`config.mk`:
```
export PLATFORM = sky130hd
export DESIGN_NAME = dmem_arbiter
export DESIGN_NICKNAME = d
export VERILOG_FILES = /design/src/rtl/dmem_arbiter.sv
export SDC_FILE = /design/constraint.sdc
export NUM_CORES = 1
export LEC_CHECK = 0
export BUFFER_PORTS_ARGS = -buffer_cell sky130_fd_sc_hd__buf_4
export CORE_AREA = 10 10 68 81
export DETAILED_ROUTE_END_ITERATION = 6
export DIE_AREA = 0 0 78 91
export PLACE_DENSITY = 0.84
export SKIP_CTS_REPAIR_TIMING = 1
export SLEW_MARGIN = 20
export SYNTH_ARGS = -nofsm -noshare
export SYNTH_HDL_FRONTEND = slang
export SYNTH_SLANG_ARGS = --single-unit
```
`constraint.sdc`:
```
create_clock -name clk -period 3.7 [get_ports clk]
set_input_delay 0.74 -clock clk [delete_from_list [all_inputs] [get_ports clk]]
set_output_delay 0.74 -clock clk [all_outputs]
set_load 0.05 [all_outputs]
```
`src/rtl/dmem_arbiter.sv`:
```
// Two-requester round-robin arbiter in front of a single-port data memory.
// One transaction in flight; memory-side command outputs are registered.
module dmem_arbiter #(
    parameter int DATA_WIDTH = 8,
    parameter int ADDR_WIDTH = 8
) (
    input  logic                    clk,
    input  logic                    reset,
    input  logic                    r0_req,
    input  logic                    r0_we,
    input  logic [ADDR_WIDTH-1:0]   r0_addr,
    input  logic [2*DATA_WIDTH-1:0] r0_wdata,
    output logic                    r0_gnt,
    output logic                    r0_rvalid,
    output logic [DATA_WIDTH-1:0]   r0_rdata,
    input  logic                    r1_req,
    input  logic                    r1_we,
    input  logic [ADDR_WIDTH-1:0]   r1_addr,
    input  logic [2*DATA_WIDTH-1:0] r1_wdata,
    output logic                    r1_gnt,
    output logic                    r1_rvalid,
    output logic [DATA_WIDTH-1:0]   r1_rdata,
    output logic                    mem_we,
    output logic [ADDR_WIDTH-1:0]   mem_w_addr,
    output logic [ADDR_WIDTH-1:0]   mem_r_addr,
    output logic [2*DATA_WIDTH-1:0] mem_w_data,
    input  logic [DATA_WIDTH-1:0]   mem_r_data,
    output logic                    busy
);

    typedef enum logic [1:0] {
        IDLE  = 2'd0,
        ISSUE = 2'd1,
        RESP  = 2'd2
    } state_t;

    state_t                  state_q, state_d;
    logic                    sel_q, sel_d;
    logic                    last_q, last_d;
    logic                    mem_we_q, mem_we_d;
    logic [ADDR_WIDTH-1:0]   mem_w_addr_q, mem_w_addr_d;
    logic [ADDR_WIDTH-1:0]   mem_r_addr_q, mem_r_addr_d;
    logic [2*DATA_WIDTH-1:0] mem_w_data_q, mem_w_data_d;

    logic [1:0]              req_vec;
    logic [1:0]              we_vec;
    logic [ADDR_WIDTH-1:0]   addr_arr  [2];
    logic [2*DATA_WIDTH-1:0] wdata_arr [2];
    logic [1:0]              gnt_vec;
    logic [1:0]              rvalid_vec;
    logic [DATA_WIDTH-1:0]   rdata_arr [2];
    logic                    win;

    assign req_vec      = {r1_req, r0_req};
    assign we_vec       = {r1_we, r0_we};
    assign addr_arr[0]  = r0_addr;
    assign addr_arr[1]  = r1_addr;
    assign wdata_arr[0] = r0_wdata;
    assign wdata_arr[1] = r1_wdata;

    // Per-requester response decode; only the selected port ever sees data.
    genvar gi;
    generate
        for (gi = 0; gi < 2; gi++) begin : g_port
            localparam logic IDX = (gi == 1);
            assign gnt_vec[gi]    = (state_q == ISSUE) && (sel_q == IDX);
            assign rvalid_vec[gi] = (state_q == RESP) && (sel_q == IDX);
            assign rdata_arr[gi]  = rvalid_vec[gi] ? mem_r_data : '0;
        end
    endgenerate

    // On a tie the requester not served last wins.
    always_comb begin
        win = req_vec[1];
        if (&req_vec) begin
            win = ~last_q;
        end
    end

    always_comb begin
        state_d      = state_q;
        sel_d        = sel_q;
        last_d       = last_q;
        mem_we_d     = mem_we_q;
        mem_w_addr_d = mem_w_addr_q;
        mem_r_addr_d = mem_r_addr_q;
        mem_w_data_d = mem_w_data_q;
        case (state_q)
            IDLE: begin
                mem_we_d = 1'b0;
                if (|req_vec) begin
                    mem_we_d     = we_vec[win];
                    mem_w_addr_d = addr_arr[win];
                    mem_r_addr_d = addr_arr[win];
                    mem_w_data_d = wdata_arr[win];
                    sel_d        = win;
                    last_d       = win;
                    state_d      = ISSUE;
                end
            end
            ISSUE: begin
                mem_we_d = 1'b0;
                state_d  = mem_we_q ? IDLE : RESP;
            end
            RESP: begin
                state_d = IDLE;
            end
            default: begin
                mem_we_d = 1'b0;
                state_d  = IDLE;
            end
        endcase
    end

    always_ff @(posedge clk or posedge reset) begin
        if (reset) begin
            state_q      <= IDLE;
            sel_q        <= 1'b0;
            last_q       <= 1'b1;
            mem_we_q     <= 1'b0;
            mem_w_addr_q <= '0;
            mem_r_addr_q <= '0;
            mem_w_data_q <= '0;
        end else begin
            state_q      <= state_d;
            sel_q        <= sel_d;
            last_q       <= last_d;
            mem_we_q     <= mem_we_d;
            mem_w_addr_q <= mem_w_addr_d;
            mem_r_addr_q <= mem_r_addr_d;
            mem_w_data_q <= mem_w_data_d;
        end
    end

    assign r0_gnt     = gnt_vec[0];
    assign r1_gnt     = gnt_vec[1];
    assign r0_rvalid  = rvalid_vec[0];
    assign r1_rvalid  = rvalid_vec[1];
    assign r0_rdata   = rdata_arr[0];
    assign r1_rdata   = rdata_arr[1];
    assign mem_we     = mem_we_q;
    assign mem_w_addr = mem_w_addr_q;
    assign mem_r_addr = mem_r_addr_q;
    assign mem_w_data = mem_w_data_q;
    assign busy       = (state_q != IDLE);

endmodule

```
==> results.cfg, run 1 <==
[global_routing]
grt_start_max_net_pins = 30
grt_use_total_pct = 13.36
grt_pass1_vias = 1533
overflow = 0
grt_pass1_wl_um = 7596
antenna_found_initial = 0

[logic_synthesis]
synth.largest_area_cell = dfrtp_1
synthTopCellsByCount = mux2_2, dfrtp_1, mux2_4
synth-main-ff-cell = dfrtp_1
synth-async-reset-ratio_pct = 100.0
syn_avg_cell_area_sq_um = 13.27
synthMostInstantiatedCell = mux2_2
synthCells = 125
synth_top_area_share_pct = 42.23
synth-edff-count = 0
postSynthNetCount = 187
synthTopCellsByArea = dfrtp_1, mux2_2, mux2_4
yosysSeqAreaShare_pct = 43.82
yosys_warnings = 0
synth_seq_cells = 29
yosysUniqueCellTypes = 21
syn_area_sq_um = 1659

[timing]
min_period_over_period_pct = 67.82
fmax_mhz = 398.5
skew_ns = 0.004031
finalSetupViolCount = 0
rsz0062_at_grt = no
max_slew_margin_pct = 49.07
hold_viol_final = 0
worst_pin_slew_ns = 0.7623
period_needed_ns = 2.509
worst_slack_ns = 1.191
slew_violations = 0
finalSetupTns_ns = 0

[final_layout]
final_cell_count_no_fill = 291
n_fill_cell = 328
area_growth_pct = 55.28
post-route-util_pct = 65.89
nNetsFinal = 298
drive_gt1_share_pct = 73.84
n_antenna_cell = 0

[power]
power_density_nw_per_um2 = 973.4
p_leak_nw = 1.341
finalPower_mw = 2.508
ir_worst_vdd_mv = 0.5484

[critical_path]
crit_fanout = 9
arrival_ns = 1.77
cp.required_ns = 2.96
max_stage_delay_ns = 0.66
path_buf_inv = 1
cp_top_family = simple AND/OR/NAND/NOR gates
slowest_stage = nor3b_1
critPathCaptureType = primary output
crit_chain = nor3b_1 -> and2_1 -> buf_4
critPathKind = flop to primary output
startpoint_type = flop

[placement]
portBuffers = 115
place_congestion = 0.7797
hpwl_um = 4210
pre_cts_slack_ns = 1.063
dp_cells = 283

[floorplanning]
ios = 116
rows = 25
die_w_um = 78
core_area_sq_um = 3910
initial_utilization_pct = 42.43
dieArea_sq_um = 7098
die_h_um = 91

[routing]
drtIter0Drc = 28
antenna_left = 0
dr.pass1.iters = 4
drt_wl_total_um = 4965
viasPerCell = 4.691
wl_per_cell_um = 17.06
via_count = 1365
drc_errors = 0

[clocking]
numClockSinks = 29
cts_tree = built
clk_latency_ns = 0.27
root_buffer = clkbuf_8
htreeDepth = 2
clk_pin_slew_worst_paths_ns = 0.06
clockBufferDepth = 2
cts_made_buffers = 5

[run]
cap_violations = 0

[min_path]
hold_class = flop to flop

[status]
outcome = complete, no violations
[metal layers]
layer	vias up	GRT usage (%)	wire, um
met3	2	6.805	547
met5	-	0	0
met1	638	13.51	1867
met4	0	4.042	30
li1	641	-	-
met2	84	23.41	2520
[cell type report]
type | count | area, sq um | area share [%]
repair buffers | 117 | 878.3 | 34.09
multi-input cells | 79 | 805.8 | 31.28
flip-flops and latches | 29 | 726.9 | 28.22
clock buffers | 6 | 72.57 | 2.817
well taps | 54 | 67.56 | 2.623
inverters | 4 | 15.01 | 0.5828
clock inverters | 2 | 10.01 | 0.3885
[flip-flops by register name (all words and copies together), names as in the netlist]
name / cells
last_q: 1
mem_r_addr: 8
mem_w_data: 16
mem_we: 1
sel_q: 1
state_q: 2
[cell usage in the layout, fill, tap and decap left out, drive strengths merged]
cell type  count
buf          117
mux2          48
dfrtp         28
and2          16
clkbuf         6
nor2           4
inv            4
nor3b          2
clkinv         2
o21ai          2
a21bo          1
o2bb2ai        1
nand2b         1
mux2i          1
nand3b         1
a21oi          1
a31oi          1
dfstp          1
[worst paths after layout]
check,startpoint,to,slack [ns],cells after the start
min,mem_we,state_q[1],0.47,1
max,sel_q,r0_rdata[0],1.19,3
max in group asynchronous,reset,mem_r_addr[7],2.77,2
min reg2reg,mem_we,state_q[1],0.47,1
min in group asynchronous,reset,mem_w_data[3],0.54,2
max reg2reg,last_q,mem_w_data[9],1.51,4
[where the power goes]
| group | internal, mW | switching (mW) |
|---|---|---|
| clock network | 0.130 | 0.107 |
| registers | 0.484 | 0.106 |
| logic | 0.578 | 1.10 |
[metrics by stage]
step | hold slack (ns) | area (sq um)
after floorplan | 0.5001 | 1659
after global placement | 0.4574 | 2494
after detailed placement | 0.4609 | 2494
after CTS | 0.4677 | 2576
after global routing | 0.4795 | 2576
final | 0.4699 | 2576
[cells by family (layout without fill, tap and decap cells)]
family | Yosys count | count (layout) | synth area share, %
compound gates | 6 | 6 | 2.639
buf+inv | 17 | 129 | 7.617
flops | 29 | 29 | 43.82
mux | 49 | 49 | 37.25
simple gates | 24 | 24 | 8.673
(Power assumes the default switching activity.)
==> run 2, diff against run 1 <==
- CORE_AREA: 10 10 68 81 -> 10 10 73 87
- DIE_AREA: 0 0 78 91 -> 0 0 83 97
- PLACE_DENSITY: 0.84 -> 0.76
- clock period: 3.7 -> 2.1 ns (I/O delays scaled with it)
==> results.cfg, run 2 (synthesized netlist as in run 1, its figures left out) <==
[final_layout]
final-seq-area_sq_um = 726.9
drive_gt1_share_pct = 74.58
nNetsFinal = 301
n_fill_cell = 417
layout_common_cells = buf_4, mux2_2, dfrtp_1
area_growth_pct = 59.05
multi_input_area_sq_um = 828.3
mostFrequentLayoutCell = buf_4
n_antenna_cell = 0
largest_reg_flops = 16

[run]
cap_violations = 0

[clocking]
numClockSinks = 29
clockBufferDepth = 2
cts_made_buffers = 5
clk_pin_slew_worst_paths_ns = 0.06
clk_latency_ns = 0.27
root_buffer = clkbuf_8
cts_tree = built
htreeDepth = 2

[timing]
finalSetupViolCount = 0
worst_slack_ns = 0.2016
worst_pin_slew_ns = 0.3723
period_needed_ns = 1.898
slew_violations = 0
skew_ns = 0.004226
min_period_over_period_pct = 90.40
max_slew_margin_pct = 75.18
finalSetupTns_ns = 0
hold_viol_final = 0
rsz0062_at_grt = no
fmax_mhz = 526.8

[floorplanning]
core_area_sq_um = 4594
initial_utilization_pct = 36.11
rows = 27
ios = 116
dieArea_sq_um = 8051
die_h_um = 97
die_w_um = 83

[routing]
viasPerCell = 4.537
drtIter0Drc = 31
drc_errors = 0
via_count = 1352
drt_wl_total_um = 4902
antenna_left = 0
wl_per_cell_um = 16.45
dr.pass1.iters = 3

[critical_path]
arrival_ns = 1.48
crit_fanout = 9
cp.required_ns = 1.68
critPathKind = flop to primary output
critPathCaptureType = primary output
ff2ff_path_depth = 4
startpoint_type = flop

[status]
outcome = complete, no violations

[global_routing]
busiest_layer = met2
gr-usage-met1_pct = 12.07
use_met2_pct = 18.84
grt_use_total_pct = 11.69
grt_pass1_wl_um = 7776
grt_pass1_vias = 1522
use_met3_pct = 6.449
overflow = 0
antenna_found_initial = 0
grt_start_max_net_pins = 30

[placement]
place_congestion = 0.8297
hpwl_um = 4116
portBuffers = 115
pre_cts_slack_ns = 0.3761

[power]
ir_worst_vdd_mv = 1.010
p_leak_nw = 1.370
power_density_nw_per_um2 = 1698

[min_path]
hold_class = input port to asynchronous set/reset pin
-- run 2: cell count changes in the layout (fill, tap and decap cells not counted), sizes merged --
cell  change
buf       +3
-- run 2: final timing paths --
check | from | to | slack (ns)
setup / recovery | sel_q | r1_rdata[6] | 0.20
hold / removal | reset | mem_w_data[1] | 0.23
setup reg to reg | last_q | mem_w_data[15] | 0.46
hold reg to reg | mem_we | state_q[1] | 0.47
max in group asynchronous | reset | last_q | 1.56
min in group clk | r0_req | last_q | 0.32
-- run 2: routing by layer --
layer  up-vias  wire [um]
met5         -          0
met4         0         63
met3         4        622
met2        86       2336
met1       615       1879
li1        647          -
-- run 2: critical path, cell delays in order (launching register included) --
cell and delay [ns]:
dfrtp_1 0.43, inv_1 0.11, nor3b_4 0.31, and2_1 0.17, buf_4 0.19
-- run 2: cell type report --
| cell class | count | area share, % |
|---|---|---|
| clock inverters | 2 | 0.3793 |
| inverters | 4 | 0.5690 |
| well taps | 58 | 2.750 |
| repair buffers | 120 | 34.61 |
| multi-input cells | 79 | 31.39 |
| clock buffers | 6 | 2.750 |
| flip-flops and latches | 29 | 27.55 |
-- run 2: through the flow --
| step | power (mW) | utilization [%] | instance area [sq um] | instances | hold slack, ns |
|---|---|---|---|---|---|
| global route | 4.708 | 57.43 | 2639 | 298 | 0.2681 |
| CTS | 4.561 | 57.43 | 2639 | 298 | 0.2342 |
| detailed placement | 4.109 | 55.64 | 2556 | 290 | 0.4637 |
| finish | 4.482 | 57.43 | 2639 | 298 | 0.2263 |
| global placement | 4.071 | 55.64 | 2556 | 290 | 0.4547 |
| floorplan | 3.276 | - | 1682 | 125 | 0.4829 |
-- run 2: power breakdown --
part	total (mW)	leakage [nW]	internal [mW]	switching, mW
clock network	0.431	0.0450	0.229	0.202
logic	3.00	0.984	1.06	1.94
registers	1.05	0.341	0.851	0.199
total	4.48	1.37	2.14	2.34
